==> src/rtl/div16by8_seq.sv <==
// Iterative unsigned restoring divider: N-bit dividend / D-bit divisor.
// One quotient bit per clock, with registered results and a one-cycle done pulse.
module div16by8_seq #(
    parameter int N = 16,
    parameter int D = 8
) (
    input  logic         clk,
    input  logic         rst_n,
    input  logic         start,
    input  logic [N-1:0] X,
    input  logic [D-1:0] Y,
    output logic         busy,
    output logic         done,
    output logic [N-1:0] Q,
    output logic [D-1:0] R,
    output logic         dz
);

    localparam int CW = (N > 1) ? $clog2(N) : 1;

    typedef enum logic [1:0] {
        S_IDLE = 2'd0,
        S_RUN  = 2'd1,
        S_DONE = 2'd2
    } state_t;

    state_t         state_q, state_d;
    logic [N-1:0]   dvd_q, dvd_d;
    logic [D-1:0]   dvs_q, dvs_d;
    logic [D:0]     rem_q, rem_d;
    logic [N-1:0]   quo_q, quo_d;
    logic [CW-1:0]  cnt_q, cnt_d;
    logic           busy_q, busy_d;
    logic           done_q, done_d;
    logic [N-1:0]   q_q, q_d;
    logic [D-1:0]   r_q, r_d;
    logic           dz_q, dz_d;

    logic [D:0]     rem_shift_s;
    logic [D:0]     rem_sub_s;
    logic           ge_s;
    logic [D:0]     rem_nxt_s;
    logic [N-1:0]   quo_nxt_s;

    // One restoring step: shift in the dividend MSB, subtract when it fits.
    assign rem_shift_s = {rem_q[D-1:0], dvd_q[N-1]};
    assign ge_s        = (rem_shift_s >= {1'b0, dvs_q});
    assign rem_sub_s   = rem_shift_s - {1'b0, dvs_q};
    assign rem_nxt_s   = ge_s ? rem_sub_s : rem_shift_s;
    assign quo_nxt_s   = {quo_q[N-2:0], ge_s};

    // Next-state, datapath and output-register logic.
    always_comb begin
        state_d = state_q;
        dvd_d   = dvd_q;
        dvs_d   = dvs_q;
        rem_d   = rem_q;
        quo_d   = quo_q;
        cnt_d   = cnt_q;
        q_d     = q_q;
        r_d     = r_q;
        dz_d    = dz_q;
        case (state_q)
            S_IDLE, S_DONE: begin
                if (start) begin
                    state_d = S_RUN;
                    dvd_d   = X;
                    dvs_d   = Y;
                    rem_d   = {(D+1){1'b0}};
                    quo_d   = {N{1'b0}};
                    cnt_d   = {CW{1'b0}};
                end else begin
                    state_d = S_IDLE;
                end
            end
            S_RUN: begin
                dvd_d = {dvd_q[N-2:0], 1'b0};
                rem_d = rem_nxt_s;
                quo_d = quo_nxt_s;
                cnt_d = cnt_q + {{(CW-1){1'b0}}, 1'b1};
                if (cnt_q == CW'(N - 1)) begin
                    state_d = S_DONE;
                    dz_d    = (dvs_q == {D{1'b0}});
                    // A zero divisor shifts X's low bits into the remainder untouched.
                    if (dvs_q == {D{1'b0}}) begin
                        q_d = {N{1'b1}};
                        r_d = rem_nxt_s[D-1:0];
                    end else begin
                        q_d = quo_nxt_s;
                        r_d = rem_nxt_s[D-1:0];
                    end
                end else begin
                    state_d = S_RUN;
                end
            end
            default: begin
                state_d = S_IDLE;
            end
        endcase
        busy_d = (state_d == S_RUN);
        done_d = (state_d == S_DONE);
    end

    // State, working and output registers.
    always_ff @(posedge clk or negedge rst_n) begin
        if (!rst_n) begin
            state_q <= S_IDLE;
            dvd_q   <= {N{1'b0}};
            dvs_q   <= {D{1'b0}};
            rem_q   <= {(D+1){1'b0}};
            quo_q   <= {N{1'b0}};
            cnt_q   <= {CW{1'b0}};
            busy_q  <= 1'b0;
            done_q  <= 1'b0;
            q_q     <= {N{1'b0}};
            r_q     <= {D{1'b0}};
            dz_q    <= 1'b0;
        end else begin
            state_q <= state_d;
            dvd_q   <= dvd_d;
            dvs_q   <= dvs_d;
            rem_q   <= rem_d;
            quo_q   <= quo_d;
            cnt_q   <= cnt_d;
            busy_q  <= busy_d;
            done_q  <= done_d;
            q_q     <= q_d;
            r_q     <= r_d;
            dz_q    <= dz_d;
        end
    end

    assign busy = busy_q;
    assign done = done_q;
    assign Q    = q_q;
    assign R    = r_q;
    assign dz   = dz_q;

endmodule

==> config.mk <==
export PLATFORM = sky130hd
export DESIGN_NAME = div16by8_seq
export DESIGN_NICKNAME = d
export VERILOG_FILES = /design/src/rtl/div16by8_seq.sv
export SDC_FILE = /design/constraint.sdc
export NUM_CORES = 1
export LEC_CHECK = 0
export ABC_AREA = 1
export BUFFER_PORTS_ARGS = -buffer_cell sky130_fd_sc_hd__buf_2
export CORE_MARGIN = 2
export CORE_UTILIZATION = 29
export CTS_BUF_LIST = sky130_fd_sc_hd__clkbuf_4 sky130_fd_sc_hd__clkbuf_8 sky130_fd_sc_hd__clkbuf_16
export DETAILED_ROUTE_END_ITERATION = 8
export PLACE_DENSITY = 0.48
export SLEW_MARGIN = 10
export SYNTH_ARGS = -nofsm -noshare
export SYNTH_HDL_FRONTEND = slang
export SYNTH_SLANG_ARGS = --single-unit
==> constraint.sdc <==
create_clock -name clk -period 2.24 [get_ports clk]
set_input_delay 0.336 -clock clk [delete_from_list [all_inputs] [get_ports clk]]
set_output_delay 0.336 -clock clk [all_outputs]
set_load 0.01 [all_outputs]
==> results of run 1 <==
[worst min path at each step]
stage / from / slack (ns) / cells past startpoint / to
CTS: Y[0] / 0.22 / 2 / dvs_q[0]
finish: Y[0] / 0.23 / 2 / dvs_q[0]
floorplan: rst_n / 0.04 / 0 / Q[0]
detailed placement: rst_n / 0.18 / 1 / rem_q[7]
global route: X[5] / 0.23 / 3 / dvd_q[5]
global placement: rst_n / 0.18 / 1 / rem_q[7]
[synth_stat cells (2+ instances only)]
cell type / instances
sky130_fd_sc_hd__nand2_2: 9
sky130_fd_sc_hd__nand3_1: 37
sky130_fd_sc_hd__clkbuf_1: 4
sky130_fd_sc_hd__buf_4: 4
sky130_fd_sc_hd__nand4_1: 3
sky130_fd_sc_hd__buf_6: 2
sky130_fd_sc_hd__buf_2: 7
sky130_fd_sc_hd__xor2_1: 2
sky130_fd_sc_hd__inv_2: 3
sky130_fd_sc_hd__o21ai_0: 2
sky130_fd_sc_hd__ha_1: 9
sky130_fd_sc_hd__inv_1: 55
sky130_fd_sc_hd__dfrtp_1: 80
sky130_fd_sc_hd__a21oi_1: 28
sky130_fd_sc_hd__nand3b_1: 3
sky130_fd_sc_hd__o22ai_1: 15
sky130_fd_sc_hd__nand2_1: 79
sky130_fd_sc_hd__o211ai_1: 2
sky130_fd_sc_hd__o221ai_1: 13
sky130_fd_sc_hd__nor2_1: 35
[state kept, by name, indices dropped and copies added, names as in the netlist]
| name | count |
|---|---|
| done | 1 |
| dz | 1 |
| busy | 1 |
| R | 8 |
| dvs_q | 8 |
| state_q | 2 |
| dvd_q | 16 |
| Q | 16 |
| cnt_q | 4 |
| rem_q | 8 |
| quo_q | 15 |
[per-layer routing]
metal	vias to the layer above	routed length [microns]	GRT usage, %
li1	1445	-	-
met1	1327	4270	18.9
met2	80	3530	18.3
met3	14	399	2.68
met4	0	221	7.37
met5	-	0	0
[where the power goes]
part           internal [W]  switching, W
logic               0.00130       0.00214
registers           0.00212      0.000309
clock network      0.000990      0.000646
[cell type report]
type	count	area share, %
flip-flops and latches	80	44.5
multi-input cells	251	30.6
repair buffers	63	7.96
clock buffers	9	5.01
inverters	58	4.84
well taps	172	4.79
clock inverters	7	2.26
[layout by cell type (no fill, tap or decap), types with 2 or more instances in the layout]
cell type | netlist | final
sky130_fd_sc_hd__clkbuf_16 | 0 | 9
sky130_fd_sc_hd__nand4_1 | 3 | 3
sky130_fd_sc_hd__o221ai_1 | 13 | 13
sky130_fd_sc_hd__o21ai_0 | 2 | 2
sky130_fd_sc_hd__buf_2 | 7 | 52
sky130_fd_sc_hd__xor2_1 | 2 | 2
sky130_fd_sc_hd__ha_1 | 9 | 9
sky130_fd_sc_hd__dfrtp_1 | 80 | 80
sky130_fd_sc_hd__buf_4 | 4 | 9
sky130_fd_sc_hd__nand2_1 | 79 | 79
sky130_fd_sc_hd__nand3b_1 | 3 | 3
sky130_fd_sc_hd__nand3_1 | 37 | 37
sky130_fd_sc_hd__o211ai_1 | 2 | 2
sky130_fd_sc_hd__o22ai_1 | 15 | 15
sky130_fd_sc_hd__inv_1 | 55 | 55
sky130_fd_sc_hd__nand2_2 | 9 | 9
sky130_fd_sc_hd__a21oi_1 | 28 | 28
sky130_fd_sc_hd__inv_6 | 0 | 2
sky130_fd_sc_hd__bufinv_16 | 0 | 2
sky130_fd_sc_hd__nor2_1 | 35 | 35
sky130_fd_sc_hd__inv_2 | 3 | 3
[stage by stage]
step           power, W  cell area [sq um]  instances
3_3_place_gp    0.00587               4160        623
4_1_cts         0.00759               4490        640
2_1_floorplan   0.00502               3700        407
6_report        0.00751               4490        640
5_1_grt         0.00815               4490        640
3_5_place_dp    0.00592               4160        623
[cell families after synthesis]
kind of cell	Yosys count	synth area share (%)
and+or+nand+nor	174	21.9
DFF	80	54.1
buffers and inverters	76	8.76
AOI/OAI and AO/OA	63	10.6
adders and majority gates	10	3.58
xor gates and xnor gates	3	0.710
muxes	1	0.304
[critical path: cells and delay by family (launching register included)]
kind / cells / cell delay (ns)
XOR/XNOR: 1 / 0.20
AND/OR/NAND/NOR: 6 / 0.45
adder cells (fa/ha/maj): 2 / 0.60
flip-flops: 1 / 0.36
buffers and inverters: 2 / 0.20
[repair_timing]
item	in CTS	in global routing
hold endpoints to repair	7	0
gates resized for setup	0	0
hold buffers	1	0
endpoints found under the setup margin	0	0
==> results.txt, run 1 <==
----------------------------------------------------
[Outcome]
  Run status ... completed

[Critical path]
  Reg2reg path depth ... 11
  Destination of the critical timing path ... R[4]
  R2R setup slack ... 0.39 ns
  Source of the worst register-to-register timing path ... dvd_q[15]
  Worst EP arrival ... 2.13 ns
  Required time at the worst-slack endpoint ... 2.52 ns
  Cells along the critical path ... inv_1 -> ha_1 -> inv_1 -> fa_1 -> nand3_1 -> nand3_1 -> xor2_1 -> nand2_2 -> nand2_2 -> nand2_1 -> nand2_1
  Reg2reg end ... R[4]
  Critical Path Slowest Stage Cell ... sky130_fd_sc_hd__fa_1
  Endpoint class of the critical path ... flip-flop
  Worst setup startpoint ... dvd_q[15]
  Highest cell delay on the worst timing path ... 0.44 ns
  Critical path startpoint category ... flip-flop
  Maximum fanout count along the critical path ... 3
  Worst setup path class ... reg -> reg

[Hold path]
  Worst hold path type ... in -> reg

[Final layout]
  Area growth from synthesis to layout ... 21.4%
  Multi-input gate area ... 1380 sq um
  Ant diodes ... 0
  Count of fill cells added during filler insertion ... 1,316
  Post-layout util ... 35.9%
  Area of all sequential standard cells ... 2000 sq um
  Nets ... 500
  Fraction of layout instances using a drive strength above 1 ... 21.2%

[Global route]
  Total gr overflow ... 0
  Initial antenna violation count ... 0
  Pin count of the biggest net entering global routing ... 45
  Via count of the first global-routing pass ... 2,723
  GR Util All Layers ... 13.1%
  Global-route wire length before repair ... 13,700 microns

[Floorplan]
  Total die area ... 13,700 sq um
  Cell row count ... 41
  Core footprint ... 12,500 sq um
  Die W ... 117 microns
  Vert. Die Dim ... 117 microns
  Number of top-level pins ... 54
  Initial core utilization ... 29.6%

[Clocking]
  Num CTS Buffers ... 9
  CTS tree ... built
  Worst-skew pair later-pin latency ... 0.34 ns
  Max H-tree Level ... 3
  Number of post-CTS setup repair buffers ... 0
  Number of clock sinks ... 80
  Maximum count of clock buffers along a single path ... 2
  CTS root buf ... sky130_fd_sc_hd__clkbuf_16
  Register clock-pin slew on the reported worst setup and hold paths ... 0.06 ns

[Yosys]
  Unique cell type count in the Yosys netlist ... 35
  Post-synthesis sequential element count ... 80
  Fraction of post-synthesis cell area in the top cell type by area ... 54.1%
  Post-synth EDFFs ... 0
  Leading area contributor after synthesis ... sky130_fd_sc_hd__dfrtp_1
  Post-synthesis net count ... 444
  Cell area after synthesis ... 3700 sq um
  Yosys Warn Count ... 0
  Main flop type after synthesis ... sky130_fd_sc_hd__dfrtp_1
  Most area-consuming cells after synthesis ... sky130_fd_sc_hd__dfrtp_1, sky130_fd_sc_hd__nand2_1, sky130_fd_sc_hd__inv_1
  Count of mapped cells out of synthesis ... 407
  Share of synthesized area occupied by flip-flops and latches ... 54.1%
  Async set-reset flop share out of synthesis ... 100%
  Mean cell area of the mapped netlist ... 9.09 sq um

[Place]
  Detailed Place HPWL ... 5790 microns
  GP Congestion ... 0.908
  Setup WS pre-CTS ... 0.411 ns
  Buffers added on ports ... 53

[Timing]
  Max Transition Viols Final ... 0
  Maximum clock frequency ... 540 MHz
  Post-layout minimum cycle time ... 1.85 ns
  Final Hold Violating Endpoints ... 0
  Fin crit share ... 82.6%
  Skew final ... 0.00862 ns
  Post-route worst setup slack ... 0.389 ns
  Setup repair after global routing missed its margin ... no
  Final setup violating endpoints ... 0
  Worst hold slack across all endpoints ... 0.226 ns
  Aggregate negative setup slack ... 0 ns
  Transition time at the pin with the least slew margin ... 0.457 ns
  Slew Limit Headroom ... 69.5%

[Route]
  Detailed router's first-iteration violation count ... 148
  Number of DRC violations after detailed routing ... 0
  Detail-routed via count per cell ... 4.48
  WL final ... 8410 microns
  Antenna Violating Nets Remaining ... 0
  Average wire length per cell after detail routing ... 13.1 microns
  Via Count ... 2,866
  Number of optimization iterations in the first detailed-route pass ... 4

[Pwr]
  Worst-case vdd ir drop ... 0.000459 V
  Power per standard cell area ... 1670 nW/um^2
  Static leakage power ... 2.27 nW

[Job]
  Count of maximum capacitance violations ... 0

----------------------------------------------------
Power figures use the tool's default switching activity.
==> run 2, diff against run 1 <==
clock period = 1.9 ns   (was 2.24 ns; I/O delays follow)
==> run 2 against run 1 <==
Core utilization is 0.55 points higher. Die area unchanged. Largest power group unchanged. Sequential power is 19% higher. Largest cell class unchanged. First-iteration DRC count is 13% lower.
==> results.txt, run 2 (synthesis gave the netlist of run 1 again) <==
----------------------------------------------------
[Outcome]
  Run status ... completed (unchanged)

[Clocking]
  Maximum count of clock buffers along a single path ... 2 (unchanged)
  Worst-skew pair later-pin latency ... 0.34 ns (about the same)
  CTS tree ... built (unchanged)
  Max H-tree Level ... 3 (unchanged)
  Register clock-pin slew on the reported worst setup and hold paths ... 0.06 ns (about the same)
  Num CTS Buffers ... 9 (unchanged)
  Number of clock sinks ... 80 (unchanged)
  CTS root buf ... sky130_fd_sc_hd__clkbuf_16 (unchanged)

[Route]
  Number of optimization iterations in the first detailed-route pass ... 4 (unchanged)
  Max Used Layer ... met4 (unchanged)
  Number of DRC violations after detailed routing ... 0 (unchanged)
  Routed metal-1 wire length ... 4260 microns (was 4270 microns)
  WL final ... 8480 microns (was 8410 microns)
  Via Count ... 2,858 (was 2,866)
  Average wire length per cell after detail routing ... 13.2 microns (was 13.1 microns)
  Detailed router's first-iteration violation count ... 129 (was 148)
  Met3 wire len ... 428 microns (was 399 microns)
  Antenna Violating Nets Remaining ... 0 (unchanged)
  Detail-routed via count per cell ... 4.44 (was 4.48)
  Met2 layer wire length in the routed design ... 3640 microns (was 3530 microns)

[Place]
  GP Congestion ... 0.884 (was 0.908)
  Buffers added on ports ... 53 (unchanged)
  Cell Area, Placed ... 4170 sq um (was 4160 sq um)
  Detailed Place HPWL ... 5960 microns (was 5790 microns)
  Setup WS pre-CTS ... 0.0851 ns (was 0.411 ns)

[Final layout]
  Fraction of layout instances using a drive strength above 1 ... 23.1% (was 21.2%)
  Leading cell types in the layout, fill and taps excluded ... sky130_fd_sc_hd__dfrtp_1, sky130_fd_sc_hd__nand2_1, sky130_fd_sc_hd__inv_1, sky130_fd_sc_hd__buf_2, sky130_fd_sc_hd__nand3_1 (unchanged)
  Design Area, Final ... 4560 sq um (was 4490 sq um)
  Commonest non-fill, non-tap cell in the layout ... sky130_fd_sc_hd__dfrtp_1 (unchanged)
  Area growth from synthesis to layout ... 23.3% (was 21.4%)
  Ant diodes ... 0 (unchanged)
  Count of fill cells added during filler insertion ... 1,316 (unchanged)
  Nets ... 504 (was 500)

[Floorplan]
  Core footprint ... 12,500 sq um (unchanged)
  Total die area ... 13,700 sq um (unchanged)
  Number of top-level pins ... 54 (unchanged)
  Cell row count ... 41 (unchanged)
  Initial core utilization ... 29.6% (unchanged)
  Vert. Die Dim ... 117 microns (unchanged)
  Die W ... 117 microns (unchanged)

[Timing]
  Worst hold slack across all endpoints ... 0.178 ns (was 0.226 ns)
  Fin crit share ... 93.5% (was 82.6%)
  Transition time at the pin with the least slew margin ... 0.458 ns (was 0.457 ns)
  Final setup violating endpoints ... 0 (unchanged)
  Aggregate negative setup slack ... 0 ns (unchanged)
  Slew Limit Headroom ... 69.4% (was 69.5%)
  Max Transition Viols Final ... 0 (unchanged)
  Skew final ... 0.00929 ns (was 0.00862 ns)
  Maximum clock frequency ... 563 MHz (was 540 MHz)
  Final Hold Violating Endpoints ... 0 (unchanged)
  Post-route worst setup slack ... 0.124 ns (was 0.389 ns)
  Post-layout minimum cycle time ... 1.78 ns (was 1.85 ns)

[Critical path]
  Required time at the worst-slack endpoint ... 2.13 ns (was 2.52 ns)
  Worst setup path class ... reg -> reg (unchanged)
  Endpoint class of the critical path ... flip-flop (unchanged)
  Maximum fanout count along the critical path ... 10 (was 3)
  Critical path startpoint category ... flip-flop (unchanged)
  Worst EP arrival ... 2.01 ns (was 2.13 ns)

[Global route]
  GR Util All Layers ... 13.6% (was 13.1%)
  Total gr overflow ... 0 (unchanged)
  Via count of the first global-routing pass ... 2,780 (was 2,723)
  Pin count of the biggest net entering global routing ... 37 (was 45)
  Initial antenna violation count ... 0 (unchanged)
  Global-route wire length before repair ... 14,000 microns (was 13,700 microns)

[Pwr]
  Worst-case vdd ir drop ... 0.000626 V (was 0.000459 V)
  Total chip power ... 0.00891 W (was 0.00751 W)
  Power per standard cell area ... 1950 nW/um^2 (was 1670 nW/um^2)
  Static leakage power ... 2.26 nW (was 2.27 nW)

[Hold path]
  Worst hold path type ... in -> reg (unchanged)

[Job]
  Count of maximum capacitance violations ... 0 (unchanged)

----------------------------------------------------
run 2: final cells by class:
cell class                      count  area, sq um  area share [%]
Timing Repair Buffer               66          393            8.61
Tap cell                          172          215            4.72
Clock buffer                       11          246            5.40
Sequential cell                    80         2000            43.9
Clock inverter                      4         30.0           0.658
Inverter                           58          218            4.77
Multi-Input combinational cell    252         1460            32.0
run 2: worst paths after layout:
check / from / endpoint / slack, ns / cells past startpoint
max: rem_q[4] / R[2] / 0.12 / 10
min: Y[0] / dvs_q[0] / 0.18 / 2
min reg2reg: R[7] / R[7] / 0.47 / 2
max in group asynchronous: rst_n / Q[3] / 0.91 / 3
max reg2reg: rem_q[4] / R[2] / 0.12 / 10
min in group asynchronous: rst_n / dvs_q[7] / 0.42 / 2
run 2: layer usage:
layer,up-vias,track usage (%)
met1,1326,19.3
met4,0,6.90
met3,9,3.91
met5,-,0
li1,1462,-
met2,61,18.7
run 2: worst max-delay path, cell delays in order (launching register included):
cell                      delay, ns
sky130_fd_sc_hd__dfrtp_1       0.45
sky130_fd_sc_hd__ha_4          0.33
sky130_fd_sc_hd__nand2_2       0.06
sky130_fd_sc_hd__nor2_2        0.13
sky130_fd_sc_hd__nand3_1       0.09
sky130_fd_sc_hd__nor2b_4       0.14
sky130_fd_sc_hd__buf_12        0.13
sky130_fd_sc_hd__nand2_8       0.10
sky130_fd_sc_hd__nand2_1       0.08
sky130_fd_sc_hd__nand3_1       0.09
sky130_fd_sc_hd__nand2_1       0.05
run 2: per-stage QoR:
| step | cells | utilization, % |
|---|---|---|
| finish | 643 | 36.5 |
| global route | 643 | 36.5 |
| CTS | 641 | 35.6 |
| detailed placement | 625 | 33.3 |
| global placement | 625 | 33.3 |
| floorplan | 407 | - |
run 2: what timing repair did:
item                       CTS  global route
hold buffers                 1             0
resized for setup            0            13
setup endpoints to repair    0            16
hold endpoints to repair    28             0
buffers inserted             0             1
run 2: report_power, final:
group          switching, W  internal (W)
Sequential         0.000398       0.00250
Combinational       0.00262       0.00175
Clock              0.000707      0.000933
Total               0.00373       0.00518
